[src/rtl/id_scan_pkg.sv]
// -----------------------------------------------------------------------------
// id_scan_pkg
// Shared types and constants for the identifier scanner:
//   - char_class_e : classification of one input character
//   - state_e      : scanner FSM states
//   - ASCII_*      : character range bounds used by the classifier
// -----------------------------------------------------------------------------
package id_scan_pkg;

  typedef enum logic [1:0] {
    CLS_OTHER = 2'd0,
    CLS_DIGIT = 2'd1,
    CLS_ALPHA = 2'd2
  } char_class_e;

  typedef enum logic [1:0] {
    ST_IDLE  = 2'd0,
    ST_ALPHA = 2'd1,
    ST_DIGIT = 2'd2
  } state_e;

  localparam logic [7:0] ASCII_0     = 8'h30;  // '0'
  localparam logic [7:0] ASCII_9     = 8'h39;  // '9'
  localparam logic [7:0] ASCII_UP_A  = 8'h41;  // 'A'
  localparam logic [7:0] ASCII_UP_Z  = 8'h5A;  // 'Z'
  localparam logic [7:0] ASCII_LO_A  = 8'h61;  // 'a'
  localparam logic [7:0] ASCII_LO_Z  = 8'h7A;  // 'z'
  localparam logic [7:0] ASCII_UNDER = 8'h5F;  // '_'

endpackage

[src/rtl/id_scanner_if.sv]
// -----------------------------------------------------------------------------
// id_scanner_if
// Character-stream bus between a character source (master) and the
// identifier scanner (slave). Suffixes are from the scanner's point of view.
//   char_i       8      ASCII character
//   char_valid_i 1      character qualifier
//   match_o      1      current token qualifies
//   id_len_o     LEN_W  length of current token so far (saturating)
//   done_o       1      one-cycle pulse: qualifying token terminated
//   done_len_o   LEN_W  length of the terminated token
//   id_count_o   CNT_W  number of completed qualifying tokens (saturating)
// -----------------------------------------------------------------------------
interface id_scanner_if #(
  parameter int LEN_W = 6,
  parameter int CNT_W = 16
);
  logic [7:0]       char_i;
  logic             char_valid_i;
  logic             match_o;
  logic [LEN_W-1:0] id_len_o;
  logic             done_o;
  logic [LEN_W-1:0] done_len_o;
  logic [CNT_W-1:0] id_count_o;

  modport master (
    output char_i, char_valid_i,
    input  match_o, id_len_o, done_o, done_len_o, id_count_o
  );

  modport slave (
    input  char_i, char_valid_i,
    output match_o, id_len_o, done_o, done_len_o, id_count_o
  );
endinterface

[src/rtl/id_char_class.sv]
// -----------------------------------------------------------------------------
// id_char_class
// Purely combinational ASCII classifier: DIGIT ('0'-'9'), ALPHA ('a'-'z',
// 'A'-'Z'), OTHER (everything else).
// Build option: UNDERSCORE_EN -- when defined, '_' is classified as ALPHA
// so C-style identifiers are recognised; otherwise '_' is OTHER.
//   char_i   in   8  ASCII character
//   class_o  out  2  character class (char_class_e)
// -----------------------------------------------------------------------------
module id_char_class
  import id_scan_pkg::*;
(
  input  logic [7:0]  char_i,
  output char_class_e class_o
);

  logic is_digit;
  logic is_letter;
  logic is_under;

  assign is_digit  = (char_i >= ASCII_0) && (char_i <= ASCII_9);
  assign is_letter = ((char_i >= ASCII_UP_A) && (char_i <= ASCII_UP_Z)) ||
                     ((char_i >= ASCII_LO_A) && (char_i <= ASCII_LO_Z));

`ifdef UNDERSCORE_EN
  assign is_under = (char_i == ASCII_UNDER);
`else
  assign is_under = 1'b0;
`endif

  always_comb begin
    class_o = CLS_OTHER;
    if (is_digit)
      class_o = CLS_DIGIT;
    else if (is_letter || is_under)
      class_o = CLS_ALPHA;
  end

endmodule

[src/rtl/id_scanner.sv]
// -----------------------------------------------------------------------------
// id_scanner
// Streaming identifier recogniser. A token is a run of >= MIN_ALPHA letters
// followed by >= MIN_DIGIT digits. Outputs are registered and reflect the
// state after the last valid character (one-cycle latency).
// Build option: UNDERSCORE_EN (see id_char_class) treats '_' as a letter.
// Ports:
//   clk    in  rising-edge clock
//   reset  in  asynchronous active-high reset, clears all state and outputs
//   bus    slave modport of id_scanner_if (char/valid in, match, id_len,
//          done, done_len, id_count out)
// Parameters: MIN_ALPHA, MIN_DIGIT (>=1), LEN_W (length counter width,
// saturating), CNT_W (token counter width, saturating). LEN_W/CNT_W must
// match the connected interface instance.
// -----------------------------------------------------------------------------
module id_scanner
  import id_scan_pkg::*;
#(
  parameter int MIN_ALPHA = 1,
  parameter int MIN_DIGIT = 1,
  parameter int LEN_W     = 6,
  parameter int CNT_W     = 16
) (
  input  logic         clk,
  input  logic         reset,
  id_scanner_if.slave  bus
);

  localparam logic [LEN_W-1:0] LEN_ONE = LEN_W'(1);

  char_class_e      cls;
  state_e           state_q, state_d;
  logic [LEN_W-1:0] alpha_run_q, alpha_run_d;
  logic [LEN_W-1:0] digit_run_q, digit_run_d;
  logic             match_q;
  logic [LEN_W-1:0] id_len_q;
  logic             done_q;
  logic [LEN_W-1:0] done_len_q;
  logic [CNT_W-1:0] id_count_q;

  logic             alpha_ok;
  logic             match_d;
  logic [LEN_W:0]   len_sum;
  logic [LEN_W-1:0] id_len_d;
  logic             terminate;

  id_char_class u_class (
    .char_i  (bus.char_i),
    .class_o (cls)
  );

  assign alpha_ok = 32'(alpha_run_q) >= MIN_ALPHA;

  // Next run lengths and state for a valid character.
  always_comb begin
    state_d     = state_q;
    alpha_run_d = alpha_run_q;
    digit_run_d = digit_run_q;
    if (bus.char_valid_i) begin
      case (state_q)
        ST_IDLE: begin
          if (cls == CLS_ALPHA) begin
            state_d     = ST_ALPHA;
            alpha_run_d = LEN_ONE;
          end
        end
        ST_ALPHA: begin
          if (cls == CLS_ALPHA) begin
            alpha_run_d = (&alpha_run_q) ? alpha_run_q : alpha_run_q + LEN_ONE;
          end else if (cls == CLS_DIGIT && alpha_ok) begin
            state_d     = ST_DIGIT;
            digit_run_d = LEN_ONE;
          end else begin
            state_d     = ST_IDLE;
            alpha_run_d = '0;
            digit_run_d = '0;
          end
        end
        ST_DIGIT: begin
          if (cls == CLS_DIGIT) begin
            digit_run_d = (&digit_run_q) ? digit_run_q : digit_run_q + LEN_ONE;
          end else if (cls == CLS_ALPHA) begin
            // A letter right after a digit run starts a fresh token.
            state_d     = ST_ALPHA;
            alpha_run_d = LEN_ONE;
            digit_run_d = '0;
          end else begin
            state_d     = ST_IDLE;
            alpha_run_d = '0;
            digit_run_d = '0;
          end
        end
        default: begin
          state_d     = ST_IDLE;
          alpha_run_d = '0;
          digit_run_d = '0;
        end
      endcase
    end
  end

  assign match_d  = (state_d == ST_DIGIT) && (32'(digit_run_d) >= MIN_DIGIT);
  assign len_sum  = {1'b0, alpha_run_d} + {1'b0, digit_run_d};
  assign id_len_d = len_sum[LEN_W] ? {LEN_W{1'b1}} : len_sum[LEN_W-1:0];
  // A qualifying token ends on any non-digit; the registered match is the
  // qualification status before this character.
  assign terminate = bus.char_valid_i && match_q && (cls != CLS_DIGIT);

  always_ff @(posedge clk or posedge reset) begin
    if (reset) begin
      state_q     <= ST_IDLE;
      alpha_run_q <= '0;
      digit_run_q <= '0;
      match_q     <= 1'b0;
      id_len_q    <= '0;
      done_q      <= 1'b0;
      done_len_q  <= '0;
      id_count_q  <= '0;
    end else if (bus.char_valid_i) begin
      state_q     <= state_d;
      alpha_run_q <= alpha_run_d;
      digit_run_q <= digit_run_d;
      match_q     <= match_d;
      id_len_q    <= id_len_d;
      done_q      <= terminate;
      if (terminate) begin
        done_len_q <= id_len_q;
        if (!(&id_count_q))
          id_count_q <= id_count_q + CNT_W'(1);
      end
    end else begin
      done_q <= 1'b0;
    end
  end

  assign bus.match_o    = match_q;
  assign bus.id_len_o   = id_len_q;
  assign bus.done_o     = done_q;
  assign bus.done_len_o = done_len_q;
  assign bus.id_count_o = id_count_q;

endmodule

[src/flat_wrapper.sv]
// flat-port wrapper written by rule: the top's interface ports become plain ports
module id_scanner_flat import id_scan_pkg::*;
#(
  parameter int MIN_ALPHA = 1,
  parameter int MIN_DIGIT = 1,
  parameter int LEN_W     = 6,
  parameter int CNT_W     = 16
)
  (clk, reset, bus_char_i, bus_char_valid_i, bus_match_o, bus_id_len_o, bus_done_o, bus_done_len_o, bus_id_count_o);
  id_scanner_if #(.LEN_W(LEN_W), .CNT_W(CNT_W)) bus_i ();
  input  logic clk;
  input  logic reset;
  input wire logic [$bits(bus_i.char_i)-1:0] bus_char_i;
  input wire logic [$bits(bus_i.char_valid_i)-1:0] bus_char_valid_i;
  output wire logic [$bits(bus_i.match_o)-1:0] bus_match_o;
  output wire logic [$bits(bus_i.id_len_o)-1:0] bus_id_len_o;
  output wire logic [$bits(bus_i.done_o)-1:0] bus_done_o;
  output wire logic [$bits(bus_i.done_len_o)-1:0] bus_done_len_o;
  output wire logic [$bits(bus_i.id_count_o)-1:0] bus_id_count_o;
  assign bus_i.char_i = bus_char_i;
  assign bus_i.char_valid_i = bus_char_valid_i;
  assign bus_match_o = bus_i.match_o;
  assign bus_id_len_o = bus_i.id_len_o;
  assign bus_done_o = bus_i.done_o;
  assign bus_done_len_o = bus_i.done_len_o;
  assign bus_id_count_o = bus_i.id_count_o;
  id_scanner #(.MIN_ALPHA(MIN_ALPHA), .MIN_DIGIT(MIN_DIGIT), .LEN_W(LEN_W), .CNT_W(CNT_W)) u_core (.clk(clk), .reset(reset), .bus(bus_i));
endmodule
[config.mk]
export PLATFORM = sky130hd
export DESIGN_NAME = id_scanner_flat
export DESIGN_NICKNAME = d
export VERILOG_FILES = /design/src/rtl/id_scan_pkg.sv /design/src/rtl/id_scanner_if.sv /design/src/rtl/id_char_class.sv /design/src/rtl/id_scanner.sv /design/src/flat_wrapper.sv
export SDC_FILE = /design/constraint.sdc
export NUM_CORES = 1
export LEC_CHECK = 0
export CORE_ASPECT_RATIO = 1.4
export CORE_MARGIN = 1.5
export CORE_UTILIZATION = 58
export DETAILED_ROUTE_END_ITERATION = 8
export GPL_TIMING_DRIVEN = 0
export PLACE_DENSITY = 0.95
export SLEW_MARGIN = 20
export SYNTH_ARGS = -nofsm -noshare
export SYNTH_HDL_FRONTEND = slang
export SYNTH_SLANG_ARGS = --single-unit
[constraint.sdc]
create_clock -name clk -period 8.3 [get_ports clk]
set_input_delay 1.66 -clock clk [delete_from_list [all_inputs] [get_ports clk]]
set_output_delay 1.66 -clock clk [all_outputs]
set_load 0.01 [all_outputs]
==> results of run 1 <==
[worst reg2reg max path, delay by kind of cell (launching register included)]
kind	cells	cell delay (ns)
compound gates	7	1.36
simple gates	4	0.88
fa+ha+maj	3	0.79
flops	1	0.54
buf+inv	3	0.22
[flip-flops by register name (all words and copies together), names as in the netlist]
name                   flops
u_core.alpha_run_q         6
u_core.bus.done_len_o      6
u_core.bus.done_o          1
u_core.bus.id_count_o     16
u_core.bus.id_len_o        6
u_core.bus.match_o         1
u_core.digit_run_q         6
u_core.state_q             2
[path summary, 6_finish.rpt]
kind,from,to,slack [ns]
worst max-delay path,bus_char_i[4],u_core.bus.id_len_o[2]$_DFFE_PP0P_,2.95
worst min-delay path,u_core.bus.id_count_o[12]$_DFFE_PP0P_,u_core.bus.id_count_o[12]$_DFFE_PP0P_,0.50
worst max register to register,u_core.alpha_run_q[0]$_DFFE_PP0P_,u_core.bus.id_len_o[2]$_DFFE_PP0P_,4.45
worst min register to register,u_core.bus.id_count_o[12]$_DFFE_PP0P_,u_core.bus.id_count_o[12]$_DFFE_PP0P_,0.50
max in group asynchronous,reset,u_core.alpha_run_q[2]$_DFFE_PP0P_,6.27
min in group asynchronous,reset,u_core.digit_run_q[5]$_DFFE_PP0P_,1.57
[synthesized netlist by cell type (4+ instances only)]
master	count
nand3_1	13
nand4_1	5
a211o_1	4
a22o_1	4
ha_1	11
a21oi_1	14
inv_1	17
and3_1	6
mux2_2	7
nor2_1	14
a21o_1	7
o22a_1	6
clkbuf_1	5
nor3_1	4
o21ai_0	13
nand2_1	23
a31oi_1	6
xnor2_1	17
dfrtp_1	44
[logic make-up after synthesis]
kind of cell,synth area share
flip-flops,0.412
XOR/XNOR,0.0656
multiplexers,0.0295
AND/OR/NAND/NOR,0.169
adder cells (fa/ha/maj),0.0590
buffers and inverters,0.0309
AO/OA/AOI/OAI,0.234
[cell type report]
| class | count | share of cell area |
|---|---|---|
| inverter | 17 | 0.0195 |
| multi-input combinational | 209 | 0.453 |
| buffer | 5 | 0.00572 |
| clock buffer | 5 | 0.0210 |
| clock inverter | 3 | 0.0130 |
| sequential | 44 | 0.336 |
| timing repair buffer | 41 | 0.128 |
| tap | 62 | 0.0236 |
[layer usage]
layer | share of wire | track usage | vias to the layer above
met4 | 0.039 | 0.135 | 0
met1 | 0.38 | 0.368 | 1185
li1 | - | - | 1115
met2 | 0.53 | 0.488 | 108
met5 | 0 | 0 | -
met3 | 0.055 | 0.0530 | 29
[layout by cell type, fill, tap and decap left out, types with 2 or more instances in the layout]
master,instances
clkbuf_8,5
a31o_2,2
o21ai_0,13
nor3_2,2
xnor2_1,17
o21ai_1,3
xor2_1,3
clkdlybuf4s50_1,40
o311ai_0,2
clkbuf_1,5
dfrtp_1,44
nand4_1,5
inv_1,16
a21o_1,7
nand3b_1,2
o22ai_1,2
o221ai_1,2
and4_1,2
nor2b_1,3
a211o_1,4
nor2_1,14
o2bb2ai_1,2
a22o_1,4
a21oi_1,14
a21boi_0,3
a211oi_1,2
o211ai_1,3
nand3_1,13
nand2_1,23
ha_1,11
o22a_1,6
a31oi_1,6
and3_1,6
nand2b_1,2
mux2_2,7
nor3_1,4
[per-stage QoR]
stage	setup slack, ns	util	hold slack [ns]
floorplan	3.83	-	0.518
global placement	2.93	0.706	0.479
detailed placement	2.80	0.710	0.496
CTS	2.97	0.735	0.505
global route	2.74	0.735	0.530
finish	2.95	0.735	0.501
[power by group through the flow]
| stage | logic, mW | clock network (mW) | registers [mW] |
|---|---|---|---|
| CTS | 0.147 | 0.167 | 0.267 |
| detailed placement | 0.146 | 0 | 0.269 |
| finish | 0.147 | 0.167 | 0.267 |
| global route | 0.159 | 0.179 | 0.270 |
| global placement | 0.139 | 0 | 0.267 |
| floorplan | 0.0625 | 0 | 0.276 |
==> metrics.md, run 1 <==
| Metric | Value |
|---|---|
| Crit. End Element | `register` |
| Non-Filler Cell Area, Final | `~3300 um2` |
| Headroom to the max-slew limit | `0.607` |
| Cell family contributing the most delay on the critical path | `compound AO/OA/AOI/OAI gates` |
| Number of buffers added on ports | `40` |
| Wire length of the first global-routing pass | `11300 um` |
| Cells after DPL | `between 300 and 400` |
| Leak Pwr | `1.41 nW` |
| Area of the multi-input gates | `~1500 um2` |
| Clock tree from TritonCTS | `built` |
| Worst-Skew Late Latency | `~0.31 ns` |
| Number of endpoints with negative hold slack in the final report | `0` |
| Avg Vias per Cell | `around 6.3` |
| Cells after synthesis | `about 280` |
| Cell area after technology mapping | `2670 um2` |
| Cells along the critical path | `clkdlybuf4s50_1, or4_4, o21a_4, a211oi_4, nand2_1, a21oi_1, inv_1, ha_1, inv_1, fa_1, nor2b_1, o21ai_0, a21boi_0, o21ai_0, nand3b_1, o22a_1` |
| Area share of the largest cell type after synthesis | `0.412` |
| Top flip-flop cell by instance count after synthesis | `dfrtp_1` |
| Fraction of registers with async set or reset after synthesis | `1.00` |
| Max capacitance violation total | `0` |
| Std cell rows | `29` |
| Cell type with the highest aggregate area in the netlist | `dfrtp_1` |
| Time the worst path needs with I/O delays and setup | `5.35 ns` |
| IR Drop Worst-Case VDD | `0.146 mV` |
| Slowest cell on the critical path | `or4_4` |
| Post-detailed-route count of antenna-violating nets | `0` |
| Period Utilization, post-route | `0.644` |
| I/O pin cnt | `41` |
| Worst path bufs/invs | `3` |
| Min-delay worst type | `reg2reg` |
| Vias after detailed routing | `2437` |
| Setup repair bufs after CTS | `0` |
| Total number of nets in the final design | `around 350` |
| Total length of routed wires | `6930 um` |
| Critical Path Fanout Max | `6` |
| Number of global-route vias before repair | `between 2k and 2.5k` |
| Most area-consuming cells after synthesis | `dfrtp_1, xnor2_1, ha_1, nand2_1, mux2_2` |
| Clock sink total | `44` |
| Number of gates resized after CTS | `0` |
| Pin count of the biggest net entering global routing | `37` |
| Delay contributed by the slowest stage of the critical path | `0.58 ns` |
| Clock root buffer | `clkbuf_8` |
| Yosys cell types | `between 50 and 60` |
| Sequential cell area | `1100 um2` |
| Weighted congestion reported at the end of routability-driven placement | `0.900` |
| Count of unresolved DRC violations after routing | `0` |
| Vert. Die Dim | `about 83 um` |
| Horizontal die dimension | `60.4 um` |
| GRT Overall Usage | `0.297` |
| GRT overflow | `0` |
| Number of hold-repair buffers added at the cts stage | `0` |
| Area growth from synthesis to layout | `22.8%` |
| Clock transition at the registers of the reported paths | `0.09 ns` |
| Internal power component | `approximately 410 uW` |
| Finish-stage setup viols | `0` |
| Count of non-filler cells in the finished layout | `just under 400` |
| Number of enable flip-flop cells after synthesis | `0` |
| Total die area | `5030 um2` |
| Overall Power | `581 uW` |
| Sw frac | `0.297` |
| Clk_skew | `between 0.007 and 0.008 ns` |
| Number of fill cells in the layout | `322` |
| Initial cell density of the core | `0.599` |
| Setup total negative slack | `0 ns` |
| Total stage count of the critical path | `16` |
| RSZ-0062 raised after global routing | `false` |
| Power per Cell Area | `about 180 nW/um2` |
| Number of detailed-routing iterations run before antenna repair | `4` |
| Average footprint of a synthesized cell | `about 9.7 um2` |
| Power share of the combinational group | `0.252` |
| Worst Reg2Reg Path Length in Cells | `17` |
| CTS HTree Levels | `2` |
| Kind of critical path | `in2reg` |
| Core outline area | `4460 um2` |
| Hold-critical path depth | `1` |
| Post-Place Cell Area | `about 3200 um2` |
| Layout cell share with drive strength beyond 1 | `0.0926` |
| Initial antenna violation count | `0` |
| Portion of total power attributed to the clock network | `0.288` |
| CTS buffer count | `5` |
| Required time of the worst setup path | `8.49 ns` |
| Half-perimeter wire length of the detailed placement result | `5030 um` |
| Timing-limited maximum frequency | `between 150 and 200 MHz` |
| Net switching power | `173 uW` |
| Number of buffers on the longest clock path | `2` |
| Data arrival time of the worst path | `5.54 ns` |
| Wirelength per Cell | `17.9 um` |
| Violation count after the first detailed-route iteration | `approximately 120` |
| Final count of pins violating max slew | `0` |
| Result of the run | `complete, no violations` |
| Actual slew at the worst max-slew pin | `0.586 ns` |
| Share of the yosys chip area belonging to registers | `0.412` |
| Register bit count reported by yosys | `44` |
| Mapped Nets | `298` |
| Register share of total power | `0.460` |
| Nature of the critical path startpoint | `primary input` |
| Synth Warn # | `0` |
| Number of inserted diodes | `0` |
(Power assumes the default switching activity.)
==> run 2: changes to the inputs <==
- CORE_UTILIZATION: 58 -> 49
- PLACE_DENSITY: 0.95 -> 0.87
- clock period: 8.3 -> 4.5 ns (I/O delays scaled with it)
==> run 2 against run 1 <==
Design area increased by 1.9%. Routed wire length decreased by 6.3%. Via count decreased by 2.4%. Non-clock buffer count increased by 5. Combinational power increased by 83%. Largest power group unchanged.
==> metrics.md, run 2 (same netlist as run 1, synthesis figures left out) <==
| Metric | Value |
|---|---|
| Timing-limited maximum frequency | `236 MHz` |
| Actual slew at the worst max-slew pin | `0.568 ns (was 0.586 ns)` |
| Area growth from synthesis to layout | `25.2% (was 22.8%)` |
| Number of hold-repair buffers added at the cts stage | `0 (unchanged)` |
| Time the worst path needs with I/O delays and setup | `4.23 ns` |
| R2R Path Start | `u_core.alpha_run_q[0]$_DFFE_PP0P_ (unchanged)` |
| Weighted congestion reported at the end of routability-driven placement | `0.946 (was 0.900)` |
| Crit. End Element | `register (unchanged)` |
| Post-Place Cell Area | `3170 um2 (about the same)` |
| Net switching power | `298 uW (was 173 uW)` |
| Initial antenna violation count | `0 (unchanged)` |
| Register share of total power | `0.484 (was 0.460)` |
| R2R setup slack | `0.83 ns (was 4.45 ns)` |
| Number of buffers added on ports | `40 (unchanged)` |
| Total length of routed wires | `6490 um (was 6930 um)` |
| IR Drop Worst-Case VDD | `0.234 mV (was 0.146 mV)` |
| Total die area | `5910 um2 (was 5030 um2)` |
| Half-perimeter wire length of the detailed placement result | `4770 um (was 5030 um)` |
| Vias after detailed routing | `2378 (was 2437)` |
| Non-Filler Cell Area, Final | `3340 um2 (was 3280 um2)` |
| Vert. Die Dim | `90.4 um (was 83.3 um)` |
| Clock transition at the registers of the reported paths | `0.08 ns (was 0.09 ns)` |
| Clock tree from TritonCTS | `built (unchanged)` |
| Number of fill cells in the layout | `420 (was 322)` |
| I/O pin cnt | `41 (unchanged)` |
| Core outline area | `5200 um2 (was 4460 um2)` |
| Final count of pins violating max slew | `0 (unchanged)` |
| Number of flip-flops in the largest register | `16 (unchanged)` |
| Worst Reg2Reg Path Length in Cells | `16 (was 17)` |
| RSZ-0062 raised after global routing | `false (unchanged)` |
| Clock sink total | `44 (unchanged)` |
| Critical Path Fanout Max | `6 (unchanged)` |
| Share of the core filled with cells in the final layout | `0.643 (was 0.735)` |
| Wire length of the first global-routing pass | `10700 um (was 11300 um)` |
| Clk_skew | `0.00718 ns (was 0.00781 ns)` |
| Total number of nets in the final design | `351 (was 346)` |
| Nature of the critical path startpoint | `primary input (unchanged)` |
| Max capacitance violation total | `0 (unchanged)` |
| Result of the run | `complete, no violations (unchanged)` |
| Sw frac | `0.294 (was 0.297)` |
| Power per Cell Area | `303 nW/um2 (was 177 nW/um2)` |
| Critical register-to-register path endpoint | `u_core.bus.id_len_o[2]$_DFFE_PP0P_ (unchanged)` |
| Internal power component | `716 uW (was 408 uW)` |
| Worst-Skew Late Latency | `0.29 ns (was 0.31 ns)` |
| Number of global-route vias before repair | `2286 (was 2414)` |
| Count of unresolved DRC violations after routing | `0 (unchanged)` |
| Leading cell type in the layout, fill and taps excluded | `dfrtp_1 (unchanged)` |
| Layout cell share with drive strength beyond 1 | `0.109 (was 0.0926)` |
| Post-detailed-route count of antenna-violating nets | `0 (unchanged)` |
| Kind of critical path | `in2reg (unchanged)` |
| Headroom to the max-slew limit | `0.619 (was 0.607)` |
| Hold-critical path depth | `1 (unchanged)` |
| Required time of the worst setup path | `4.68 ns (was 8.49 ns)` |
| Finish-stage setup viols | `0 (unchanged)` |
| Setup total negative slack | `0 ns (unchanged)` |
| Number of endpoints with negative hold slack in the final report | `0 (unchanged)` |
| Leak Pwr | `1.45 nW (was 1.41 nW)` |
| Wirelength per Cell | `16.4 um (was 17.9 um)` |
| Period Utilization, post-route | `0.940` |
| Clock root buffer | `clkbuf_8 (unchanged)` |
| Data arrival time of the worst path | `4.41 ns (was 5.54 ns)` |
| Number of buffers on the longest clock path | `2 (unchanged)` |
| CTS buffer count | `5 (unchanged)` |
| GRT overflow | `0 (unchanged)` |
| Pin count of the biggest net entering global routing | `36 (was 37)` |
| Number of inserted diodes | `0 (unchanged)` |
| Number of detailed-routing iterations run before antenna repair | `4 (unchanged)` |
| First element of the critical path | `bus_char_i[1] (was bus_char_i[4])` |
| Initial cell density of the core | `0.514 (was 0.599)` |
| Power share of the combinational group | `0.266 (was 0.252)` |
| Capturing instance or port of the critical path | `u_core.bus.id_len_o[2]$_DFFE_PP0P_ (unchanged)` |
| Horizontal die dimension | `65.4 um (was 60.4 um)` |
| Violation count after the first detailed-route iteration | `149 (was 124)` |
| Std cell rows | `31 (was 29)` |
| Portion of total power attributed to the clock network | `0.250 (was 0.288)` |
| Avg Vias per Cell | `6.02 (was 6.31)` |
| CTS HTree Levels | `2 (unchanged)` |
| Min-delay worst type | `reg2reg (unchanged)` |
| GRT Overall Usage | `0.230 (was 0.297)` |
| Commonest cells after routing, fill and taps aside | `dfrtp_1, clkdlybuf4s50_1, nand2_1 (unchanged)` |
run 2: final cells by class:
class                           instances  area [um2]  area share
Sequential cell                        44        1100       0.329
Clock buffer                            8        90.1      0.0269
Tap cell                               66        82.6      0.0247
Multi-Input combinational cell        209        1530       0.457
Buffer                                  5        18.8     0.00561
Timing Repair Buffer                   46         460       0.138
Inverter                               17        63.8      0.0191
run 2: routing by layer:
| metal | track usage | vias to the layer above | part of all wire | wire, um |
|---|---|---|---|---|
| li1 | - | 1126 | - | - |
| met1 | 0.280 | 1124 | 0.40 | 2580 |
| met2 | 0.399 | 108 | 0.51 | 3290 |
| met3 | 0.0362 | 20 | 0.068 | 440 |
| met4 | 0.0903 | 0 | 0.029 | 186 |
| met5 | 0 | - | 0 | 0 |
run 2: what timing repair did:
| item | in CTS | in global routing |
|---|---|---|
| buffers inserted | 0 | 5 |
| gates resized for setup | 1 | 6 |
| pin swaps | 0 | 5 |
| endpoints found under the setup margin | 3 | 6 |
run 2: power groups by stage:
stage	combinational (mW)	clock, mW	sequential [mW]
floorplan	0.115	0	0.510
finish	0.269	0.254	0.491
global route	0.295	0.275	0.498
CTS	0.268	0.262	0.490
global placement	0.258	0	0.493
detailed placement	0.267	0	0.495
run 2: stage by stage:
step / std cells / worst slack (ns) / power [mW] / hold slack (ns)
finish: 395 / 0.270 / 1.01 / 0.501
CTS: 390 / 0.0728 / 1.02 / 0.504
global route: 395 / 0.0375 / 1.07 / 0.523
detailed placement: 382 / -0.299 / 0.762 / 0.491
floorplan: 275 / 0.791 / 0.625 / 0.518
global placement: 381 / -0.220 / 0.751 / 0.480
run 2: worst min-delay path by stage:
stage                                          start                                     to  slack [ns]
2_1_floorplan      u_core.alpha_run_q[5]$_DFFE_PP0P_      u_core.alpha_run_q[5]$_DFFE_PP0P_        0.52
3_3_place_gp   u_core.bus.id_count_o[12]$_DFFE_PP0P_  u_core.bus.id_count_o[12]$_DFFE_PP0P_        0.48
3_5_place_dp   u_core.bus.id_count_o[12]$_DFFE_PP0P_  u_core.bus.id_count_o[12]$_DFFE_PP0P_        0.49
4_1_cts        u_core.bus.id_count_o[12]$_DFFE_PP0P_  u_core.bus.id_count_o[12]$_DFFE_PP0P_        0.50
5_1_grt        u_core.bus.id_count_o[12]$_DFFE_PP0P_  u_core.bus.id_count_o[12]$_DFFE_PP0P_        0.52
6_report       u_core.bus.id_count_o[12]$_DFFE_PP0P_  u_core.bus.id_count_o[12]$_DFFE_PP0P_        0.50
run 2: worst max-delay path, cell delays in order:
cell	delay, ns
clkdlybuf4s50_1	0.46
or4_4	0.51
o21a_4	0.24
a211oi_4	0.35
nand2_2	0.13
a21oi_4	0.18
inv_1	0.06
ha_1	0.23
inv_1	0.07
fa_1	0.21
nor2b_1	0.06
o21ai_0	0.20
a21boi_0	0.15
o21ai_0	0.16
nand3b_1	0.22
o22a_1	0.25
